**src/rtl/uart_pkg.sv**
```systemverilog
// Shared UART definitions: receiver state encodings, frame width and default bit timing.
// Also imported by the matching transmitter, so the default baud divisor lives here.
package uart_pkg;

    localparam int DATA_BITS            = 8;
    localparam int DEFAULT_CLKS_PER_BIT = 868;   // 100 MHz / 115200 baud

    localparam logic [2:0] ST_IDLE  = 3'd0;
    localparam logic [2:0] ST_START = 3'd1;
    localparam logic [2:0] ST_DATA  = 3'd2;
    localparam logic [2:0] ST_STOP  = 3'd3;
    localparam logic [2:0] ST_BREAK = 3'd4;

endpackage

```
**src/rtl/sync_2ff.sv**
```systemverilog
// Two-flop synchroniser for a single asynchronous input; q follows d after two clk edges.
// No handshake; the reset value is chosen per input so a reset never fakes an edge.
module sync_2ff #(
    parameter logic RST_VAL = 1'b1
) (
    input  logic clk,
    input  logic rst,
    input  logic d,
    output logic q
);

    logic meta;

    always_ff @(posedge clk) begin
        if (rst) begin
            meta <= RST_VAL;
            q    <= RST_VAL;
        end else begin
            meta <= d;
            q    <= meta;
        end
    end

endmodule

```
**src/rtl/uart_rx.sv**
```systemverilog
// 8N1 UART receiver: rx_dv/rx_byte 3 + HALF_BIT + 9*CLKS_PER_BIT clocks after the start edge.
// No backpressure: rx_dv is a single-cycle strobe and a byte not taken on it is lost.
module uart_rx
    import uart_pkg::*;
#(
    parameter int CLKS_PER_BIT = DEFAULT_CLKS_PER_BIT
) (
    input  logic       clk,
    input  logic       rst,
    input  logic       rx_serial,
    output logic       rx_dv,
    output logic [7:0] rx_byte,
    output logic       rx_frame_err,
    output logic       rx_busy
);

    localparam int HALF_BIT = (CLKS_PER_BIT - 1) / 2;
    localparam int CW       = $clog2(CLKS_PER_BIT);

    localparam logic [CW-1:0] CNT_HALF = CW'(HALF_BIT);
    localparam logic [CW-1:0] CNT_LAST = CW'(CLKS_PER_BIT - 1);
    localparam logic [2:0]    IDX_LAST = 3'(DATA_BITS - 1);

    if (CLKS_PER_BIT < 4) begin : g_bad_clks_per_bit
        $error("uart_rx: CLKS_PER_BIT must be >= 4");
    end

    logic                 rx_s;
    logic [2:0]           state;
    logic [CW-1:0]        clk_cnt;
    logic [2:0]           bit_idx;
    logic [DATA_BITS-1:0] shift;

    // Preset high so a reset never looks like a start edge on an idle line.
    sync_2ff #(
        .RST_VAL (1'b1)
    ) u_sync (
        .clk (clk),
        .rst (rst),
        .d   (rx_serial),
        .q   (rx_s)
    );

    assign rx_busy = (state != ST_IDLE);

    always_ff @(posedge clk) begin
        if (rst) begin
            state        <= ST_IDLE;
            clk_cnt      <= '0;
            bit_idx      <= '0;
            shift        <= '0;
            rx_byte      <= 8'h00;
            rx_dv        <= 1'b0;
            rx_frame_err <= 1'b0;
        end else begin
            rx_dv        <= 1'b0;
            rx_frame_err <= 1'b0;

            case (state)
                ST_IDLE: begin
                    clk_cnt <= '0;
                    bit_idx <= '0;
                    if (!rx_s) begin
                        state <= ST_START;
                    end
                end

                ST_START: begin
                    if (clk_cnt == CNT_HALF) begin
                        clk_cnt <= '0;
                        bit_idx <= '0;
                        // A line back high at the start-bit centre was only a glitch.
                        state   <= rx_s ? ST_IDLE : ST_DATA;
                    end else begin
                        clk_cnt <= clk_cnt + CW'(1);
                    end
                end

                ST_DATA: begin
                    if (clk_cnt == CNT_LAST) begin
                        clk_cnt        <= '0;
                        shift[bit_idx] <= rx_s;
                        if (bit_idx == IDX_LAST) begin
                            state <= ST_STOP;
                        end else begin
                            bit_idx <= bit_idx + 3'd1;
                        end
                    end else begin
                        clk_cnt <= clk_cnt + CW'(1);
                    end
                end

                ST_STOP: begin
                    if (clk_cnt == CNT_LAST) begin
                        clk_cnt <= '0;
                        if (rx_s) begin
                            rx_byte <= shift;
                            rx_dv   <= 1'b1;
                            state   <= ST_IDLE;
                        end else begin
                            rx_frame_err <= 1'b1;
                            state        <= ST_BREAK;
                        end
                    end else begin
                        clk_cnt <= clk_cnt + CW'(1);
                    end
                end

                ST_BREAK: begin
                    // Wait out a held-low line so it cannot be taken as a new start.
                    if (rx_s) begin
                        state <= ST_IDLE;
                    end
                end

                default: begin
                    state <= ST_IDLE;
                end
            endcase
        end
    end

endmodule
```
**config.mk**
```make
export PLATFORM = sky130hd
export DESIGN_NAME = uart_rx
export DESIGN_NICKNAME = d
export VERILOG_FILES = /design/src/rtl/uart_pkg.sv /design/src/rtl/sync_2ff.sv /design/src/rtl/uart_rx.sv
export SDC_FILE = /design/constraint.sdc
export NUM_CORES = 1
export LEC_CHECK = 0
export ABC_AREA = 1
export CELL_PAD_IN_SITES_DETAIL_PLACEMENT = 1
export CELL_PAD_IN_SITES_GLOBAL_PLACEMENT = 1
export CORE_ASPECT_RATIO = 1.25
export CORE_UTILIZATION = 37
export DETAILED_ROUTE_END_ITERATION = 6
export PLACE_DENSITY = 0.84
export SETUP_SLACK_MARGIN = 0.02
export SYNTH_ARGS = -nofsm -noshare
export SYNTH_HDL_FRONTEND = slang
export SYNTH_SLANG_ARGS = --single-unit
```
**constraint.sdc**
```tcl
create_clock -name clk -period 1.3 [get_ports clk]
set_input_delay 0.26 -clock clk [delete_from_list [all_inputs] [get_ports clk]]
set_output_delay 0.26 -clock clk [all_outputs]
set_load 0.02 [all_outputs]
```
==> impl_results.rst, run 1 <==
.. list-table::
   :header-rows: 1

   * - Metric
     - Value
   * - TritonCTS clock tree
     - yes
   * - Placed instance count
     - 407
   * - Cell Rows
     - 29
   * - Relative slew slack
     - 76.9%
   * - Start-to-end type of the worst setup path
     - reg2reg
   * - Cell count of the worst hold path
     - 1
   * - Buffers on Ports
     - 13
   * - Number of antenna violations at the first check in global routing
     - 0
   * - Mapped Cells
     - 292
   * - Unique masters post-synth
     - 28
   * - Run status
     - finished with violations
   * - Largest net degree at the start of global routing
     - 13
   * - Syn Std Cell Area
     - 1930 µm²
   * - Remaining design rule violation count
     - 0
   * - Maximum number of buffers from clock root to sink
     - 2
   * - Highest clock frequency the design can meet
     - 655 MHz
   * - Final net count
     - 370
   * - Area growth from synthesis to layout
     - 62.2%
   * - Worst r2r dst
     - state[2]
   * - Final count of pins violating max slew
     - 0
   * - Number of standard cells in the final layout excluding fillers
     - 426
   * - Starting density of the core
     - 38.4%
   * - Time the worst path needs with I/O delays and setup
     - 1.53 ns
   * - Via count normalized by instance count
     - 5.40
   * - Via count of the first global-routing pass
     - 2482
   * - Share of layout cells above drive strength 1
     - 44.8%
   * - Clock-pin transition on the worst setup and hold timing paths
     - 0.09 ns
   * - Footprint of the multi-input gates
     - 1440 µm²
   * - Core area
     - 5040 µm²
   * - Kind of capture point of the worst setup path
     - flop
   * - Syn. warnings
     - 0
   * - Reg-to-reg slack, setup
     - -0.23 ns
   * - Hold Crit Class
     - reg2reg
   * - Clock insertion delay at the later pin of the skew report
     - 0.30 ns
   * - Number of nets in the synthesized netlist
     - 299
   * - Share of synthesized area occupied by flip-flops and latches
     - 37.3%
   * - Clk sinks
     - 36
   * - Final std cell area, no fill
     - 3140 µm²
   * - Antenna diode count
     - 0
   * - Max-cap violations
     - 0
   * - Boundary Pins
     - 14
   * - Horizontal extent of the die
     - 66.7 µm
   * - Final setup violation count
     - 34
   * - Maximum ir drop on the vdd rail
     - 0.000913 V
   * - Total area of sequential cells
     - 736 µm²
   * - Commonest non-fill, non-tap cells in the layout
     - nand2_1, buf_4, inv_1
   * - Placer's final routability congestion estimate
     - 0.799
   * - Total via count after detailed routing
     - 2302
   * - TritonCTS buffer count
     - 5
   * - Height of the chip
     - 82.8 µm
   * - Average wire per standard cell
     - 20.8 µm
   * - Post-Synthesis Mean Instance Area
     - 6.62 µm²
   * - End point of the worst hold path
     - u_sync.q
   * - Hold buffers post-CTS
     - 0
   * - Total track usage
     - 29.4%
   * - Violated checks
     - negative setup slack
   * - Length of the first detailed-routing pass in iterations
     - 4
   * - Critical path startpoint category
     - flop
   * - Global-route wire length before repair
     - 12100 µm
   * - Setup repair after global routing missed its margin
     - true
   * - Most common cell after layout, fill and taps aside
     - nand2_1
   * - PwrDens
     - 1290 nW/µm²
   * - Final hold violations
     - 0
   * - Worst setup skew after layout
     - 0.0162 ns
   * - Half-perimeter wire length of the detailed placement result
     - 4620 µm
   * - Share of the clock period used by the worst path after layout
     - 117%
   * - Count of state elements after synthesis
     - 36
   * - CP Launch Point
     - clk_cnt[1]
   * - Placed Instance Area
     - 2490 µm²
   * - Largest fanout of any net on the critical path
     - 5
   * - Startpoint of the lowest-slack register-to-register path
     - clk_cnt[1]
   * - Crit path setup slack, layout
     - -0.226 ns
   * - Clock tree root buffer cell
     - clkbuf_8
   * - Worst path required time
     - 1.54 ns
   * - Leakage power
     - 0.00143 µW
   * - Hold wc startpoint
     - u_sync.meta
   * - H-Tree Level Count
     - 2
   * - Die area
     - 5520 µm²
   * - Slew at the pin closest to its max-slew limit
     - 0.346 ns
   * - Total power after layout
     - 4040 µW
   * - Depth of the worst register-to-register path
     - 10
   * - DR iter-0 viols
     - 89
   * - Antenna-violating nets left
     - 0
   * - Fillers
     - 611
   * - Wire length after detailed routing
     - 8860 µm
   * - Grt ovf
     - 0
   * - Critical path arrival
     - 1.77 ns
   * - Utilization of the core after routing
     - 62.2%
-- final cells by class --
class | count | area share (%)
multi-input combinational | 209 | 45.9
clock buffer | 7 | 2.75
sequential | 36 | 23.5
tap | 62 | 2.47
timing repair buffer | 72 | 20.0
inverter | 39 | 5.23
clock inverter | 1 | 0.239
-- layer usage --
| layer | up-vias | global-route usage, % | wire length [µm] |
|---|---|---|---|
| li1 | 1075 | - | - |
| met1 | 1125 | 30.3 | 3340 |
| met2 | 64 | 53.3 | 4740 |
| met3 | 38 | 4.95 | 317 |
| met4 | 0 | 17.2 | 459 |
| met5 | - | 0 | 0 |
-- through the flow --
step | setup TNS (ns) | hold slack [ns] | setup WS, ns
floorplan | 0 | 0.364 | 0.0132
global placement | -2.16 | 0.405 | -0.104
detailed placement | -4.49 | 0.398 | -0.194
CTS | -2.53 | 0.425 | -0.148
global route | -7.13 | 0.435 | -0.300
finish | -4.91 | 0.430 | -0.226
-- flip-flops by register name (all words and copies together) (netlist names) --
signal,cells
clk_cnt,10
rx_byte,8
u_sync.q,1
state,3
rx_frame_err,1
shift,8
u_sync.meta,1
bit_idx,3
rx_dv,1
-- worst max-delay path by stage --
stage / cells past startpoint / end / slack, ns
6_report: 10 / state[2] / -0.23
5_1_grt: 10 / state[2] / -0.30
4_1_cts: 10 / bit_idx[1] / -0.15
3_5_place_dp: 8 / rx_byte[6] / -0.19
3_3_place_gp: 9 / clk_cnt[0] / -0.10
2_1_floorplan: 7 / rx_byte[0] / 0.01
-- cell families after synthesis --
family / synth area share, %
AO/OA/AOI/OAI: 6.47
flip-flops: 37.3
adder cells (fa/ha/maj): 2.59
buffers and inverters: 9.77
AND/OR/NAND/NOR: 43.9
-- what timing repair did --
action,in CTS,in global routing
endpoints found under the setup margin,44,37
pin swaps,21,26
hold endpoints to repair,0,0
gates cloned,2,0
buffers inserted,6,6
gates resized for setup,78,66
-- where the power goes --
group          total (µW)  switching (µW)  internal (µW)
Combinational        1880            1150            731
Clock                 882             451            432
Sequential           1280            85.4           1200
-- cells in the mapped netlist --
| master | instances | area share, % |
|---|---|---|
| nand2_1 | 87 | 17 |
| nor2_1 | 42 | 8.2 |
| dfxtp_1 | 36 | 37 |
| inv_1 | 35 | 6.8 |
| a21oi_1 | 17 | 4.4 |
| nand4_1 | 15 | 4.9 |
| nand3_1 | 14 | 3.6 |
| nor3_1 | 5 | 1.3 |
| clkbuf_1 | 4 | 0.78 |
| ha_1 | 4 | 2.6 |
| inv_2 | 3 | 0.58 |
| nand2_4 | 3 | 1.7 |
| nand3b_1 | 3 | 1.2 |
| o21ai_0 | 3 | 0.78 |
| buf_2 | 2 | 0.52 |
| buf_4 | 2 | 0.78 |
| nor2_4 | 2 | 1.2 |
| nor3_2 | 2 | 1.0 |
| nor4_1 | 2 | 0.65 |
| o21ai_1 | 2 | 0.52 |
| or2_2 | 2 | 0.65 |
| inv_4 | 1 | 0.32 |
| nand2_2 | 1 | 0.32 |
| nand3_2 | 1 | 0.52 |
| nor2_8 | 1 | 1.0 |
| nor3_4 | 1 | 0.84 |
| o211ai_1 | 1 | 0.39 |
| o21bai_1 | 1 | 0.39 |
-- critical path: stages (launching register included) --
cell     delay, ns
dfxtp_4       0.38
inv_4         0.06
ha_4          0.15
nand3_2       0.07
nor2_2        0.13
nand2_2       0.09
nand2_4       0.16
nand3_4       0.12
nand2_1       0.11
nand2_1       0.09
nor2_1        0.10
(Power assumes the default switching activity.)
==> run 2: changes to the inputs <==
--- a/config.mk
+++ b/config.mk
@@ -9,9 +9,9 @@
 export CELL_PAD_IN_SITES_DETAIL_PLACEMENT = 1
 export CELL_PAD_IN_SITES_GLOBAL_PLACEMENT = 1
 export CORE_ASPECT_RATIO = 1.25
-export CORE_UTILIZATION = 37
+export CORE_UTILIZATION = 30
 export DETAILED_ROUTE_END_ITERATION = 6
-export PLACE_DENSITY = 0.84
+export PLACE_DENSITY = 0.72
 export SETUP_SLACK_MARGIN = 0.02
 export SYNTH_ARGS = -nofsm -noshare
 export SYNTH_HDL_FRONTEND = slang
==> run 2 against run 1 <==
  * The run still ends with negative setup slack left
  * Global-route usage down 9.3 points
  * Non-clock buffer count down 1
  * Sequential share of layout area up 0.85 points
  * Core utilization down 14 points
  * Maximum frequency about the same
  * Wire length down 24%
  * Largest power group unchanged
==> impl_results.rst, run 2 (synthesis gave the netlist of run 1 again) <==
.. list-table::
   :header-rows: 1

   * - Metric
     - Value
   * - H-Tree Level Count
     - 2
   * - Setup repair after global routing missed its margin
     - true
   * - Maximum ir drop on the vdd rail
     - 0.000660 V
   * - Number of antenna violations at the first check in global routing
     - 0
   * - Height of the chip
     - 91.8 µm
   * - Cell Rows
     - 32
   * - Horizontal extent of the die
     - 73.8 µm
   * - Master of the slowest instance on the critical path
     - dfxtp_4
   * - Relative slew slack
     - 79.7%
   * - Final std cell area, no fill
     - 3020 µm²
   * - Final hold violations
     - 0
   * - PwrDens
     - 1310 nW/µm²
   * - Area growth from synthesis to layout
     - 56.0%
   * - Switching power summed over all nets
     - 1490 µW
   * - Antenna-violating nets left
     - 0
   * - Global Route met3 Usage
     - 3.19%
   * - Global Route met2 Usage
     - 40.9%
   * - Utilization of the core after routing
     - 48.6%
   * - Via count normalized by instance count
     - 4.75
   * - Total power after layout
     - 3960 µW
   * - Fillers
     - 768
   * - Via count of the first global-routing pass
     - 2256
   * - Share of layout cells above drive strength 1
     - 38.3%
   * - Leakage power
     - 0.00135 µW
   * - Highest clock frequency the design can meet
     - 656 MHz
   * - Number of standard cells in the final layout excluding fillers
     - 448
   * - Switching part of the total power
     - 37.6%
   * - DR iter-0 viols
     - 50
   * - Time the worst path needs with I/O delays and setup
     - 1.52 ns
   * - Footprint of the multi-input gates
     - 1310 µm²
   * - Portion of total power attributed to sequential cells
     - 32.3%
   * - GR met1 Demand/Resource
     - 19.0%
   * - Largest register FFs
     - 10
   * - Hold wc startpoint
     - u_sync.meta
   * - Starting density of the core
     - 31.2%
   * - TritonCTS clock tree
     - yes
   * - Half-perimeter wire length of the detailed placement result
     - 4480 µm
   * - Clock insertion delay at the later pin of the skew report
     - 0.30 ns
   * - Critical path arrival
     - 1.73 ns
   * - Most common cell after layout, fill and taps aside
     - nand2_1
   * - Clock tree root buffer cell
     - clkbuf_8
   * - Cell chain of the critical path
     - inv_4 -> ha_4 -> nand3_2 -> nor2_1 -> nand2_1 -> nand2_4 -> nand2_8 -> nand2_2 -> nand2_1 -> nand2_1 -> inv_1
   * - Kind of capture point of the worst setup path
     - flop
   * - CP Launch Point
     - clk_cnt[1]
   * - Commonest non-fill, non-tap cells in the layout
     - nand2_1, buf_4, inv_1, nor2_1, dfxtp_1
   * - Final count of pins violating max slew
     - 0
   * - Critical path startpoint category
     - flop
   * - Total area of sequential cells
     - 733 µm²
   * - Crit path setup slack, layout
     - -0.225 ns
   * - Worst setup skew after layout
     - 0.00857 ns
   * - Worst path required time
     - 1.50 ns
   * - Clock power share
     - 25.6%
   * - Remaining design rule violation count
     - 0
   * - Clock-pin transition on the worst setup and hold timing paths
     - 0.08 ns
   * - Largest fanout of any net on the critical path
     - 8
   * - Most crowded layer after global routing
     - met2
   * - Slew at the pin closest to its max-slew limit
     - 0.304 ns
   * - Clk sinks
     - 36
   * - Antenna diode count
     - 0
   * - Startpoint of the lowest-slack register-to-register path
     - clk_cnt[1]
   * - Average wire per standard cell
     - 15.0 µm
   * - Placer's final routability congestion estimate
     - 0.836
   * - Placement-stage worst setup slack
     - -0.218 ns
   * - Max-cap violations
     - 0
   * - Placed instance count
     - 431
   * - TritonCTS buffer count
     - 5
   * - Run status
     - finished with violations
   * - Maximum number of buffers from clock root to sink
     - 2
   * - Wire length after detailed routing
     - 6720 µm
   * - Buffers on Ports
     - 13
   * - Total via count after detailed routing
     - 2130
   * - Top flop regs
     - clk_cnt x10, rx_byte x8, shift x8
   * - Register name with the most flops
     - clk_cnt
   * - Final net count
     - 369
   * - Core area
     - 6210 µm²
   * - Internal power consumption
     - 2470 µW
   * - Share of the clock period used by the worst path after layout
     - 117%
   * - Largest net degree at the start of global routing
     - 13
   * - Global-route wire length before repair
     - 10300 µm
   * - Total track usage
     - 20.1%
   * - Grt ovf
     - 0
   * - Violated checks
     - negative setup slack
   * - Placed Instance Area
     - 2520 µm²
   * - Length of the first detailed-routing pass in iterations
     - 4
   * - Boundary Pins
     - 14
   * - Die area
     - 6770 µm²
   * - Start-to-end type of the worst setup path
     - reg2reg
   * - Final setup violation count
     - 32
   * - Most prevalent standard cell on the critical path
     - nand2_1
   * - Combinational share of power
     - 42.1%
   * - Largest stage delay on the critical path
     - 0.37 ns
   * - Hold Crit Class
     - reg2reg
## run 2: cell types whose count changed in the layout (fill, tap and decap cells not counted), sizes merged
cell,delta
clkbuf,-3
buf,-1
bufinv,+1
clkdlybuf4s15,+1
clkinv,+1
clkinvlp,-1
dlygate4sd2,+1
## run 2: final cells by class
| cell class | count | area share [%] |
|---|---|---|
| Multi-Input combinational cell | 209 | 43.4 |
| Sequential cell | 36 | 24.3 |
| Clock inverter | 2 | 1.16 |
| Inverter | 39 | 5.35 |
| Timing Repair Buffer | 71 | 19.9 |
| Tap cell | 85 | 3.53 |
| Clock buffer | 6 | 2.41 |
## run 2: metal layers
metal	share of wire (%)	wire (µm)	vias up
met5	0	0	-
met4	4.0	272	0
met3	1.4	97	17
met2	58	3920	25
met1	36	2440	1024
li1	-	-	1064
## run 2: metrics by stage
stage          hold slack, ns  TNS, ns
3_5_place_dp            0.432    -5.06
2_1_floorplan           0.364        0
4_1_cts                 0.453    -3.39
5_1_grt                 0.476    -5.84
3_3_place_gp            0.409    -3.87
6_report                0.463    -3.61
## run 2: worst paths after layout
path | to | slack, ns | cells past startpoint
max | clk_cnt[2] | -0.22 | 11
min | u_sync.q | 0.46 | 1
max reg2reg | clk_cnt[2] | -0.22 | 11
min reg2reg | u_sync.q | 0.46 | 1
## run 2: power by group through the flow
stage | Combinational (µW) | Sequential, µW | Clock (µW)
global route | 1810 | 1290 | 1090
floorplan | 746 | 1300 | 0
global placement | 1220 | 1270 | 0
detailed placement | 1260 | 1280 | 0
CTS | 1500 | 1270 | 1020
finish | 1670 | 1280 | 1010
## run 2: repair_timing
action                                  CTS  global route
gates resized for setup                  60            43
cloned                                    2             0
pin swaps                                17            25
setup buffers                             5             3
endpoints found under the setup margin   44            35
hold buffers                              0             0
## run 2: worst max-delay path, delay by kind of cell, from the launching register on
family | cells | cell delay [ns]
simple gates | 8 | 0.81
flops | 1 | 0.37
fa+ha+maj | 1 | 0.15
buf+inv | 2 | 0.10
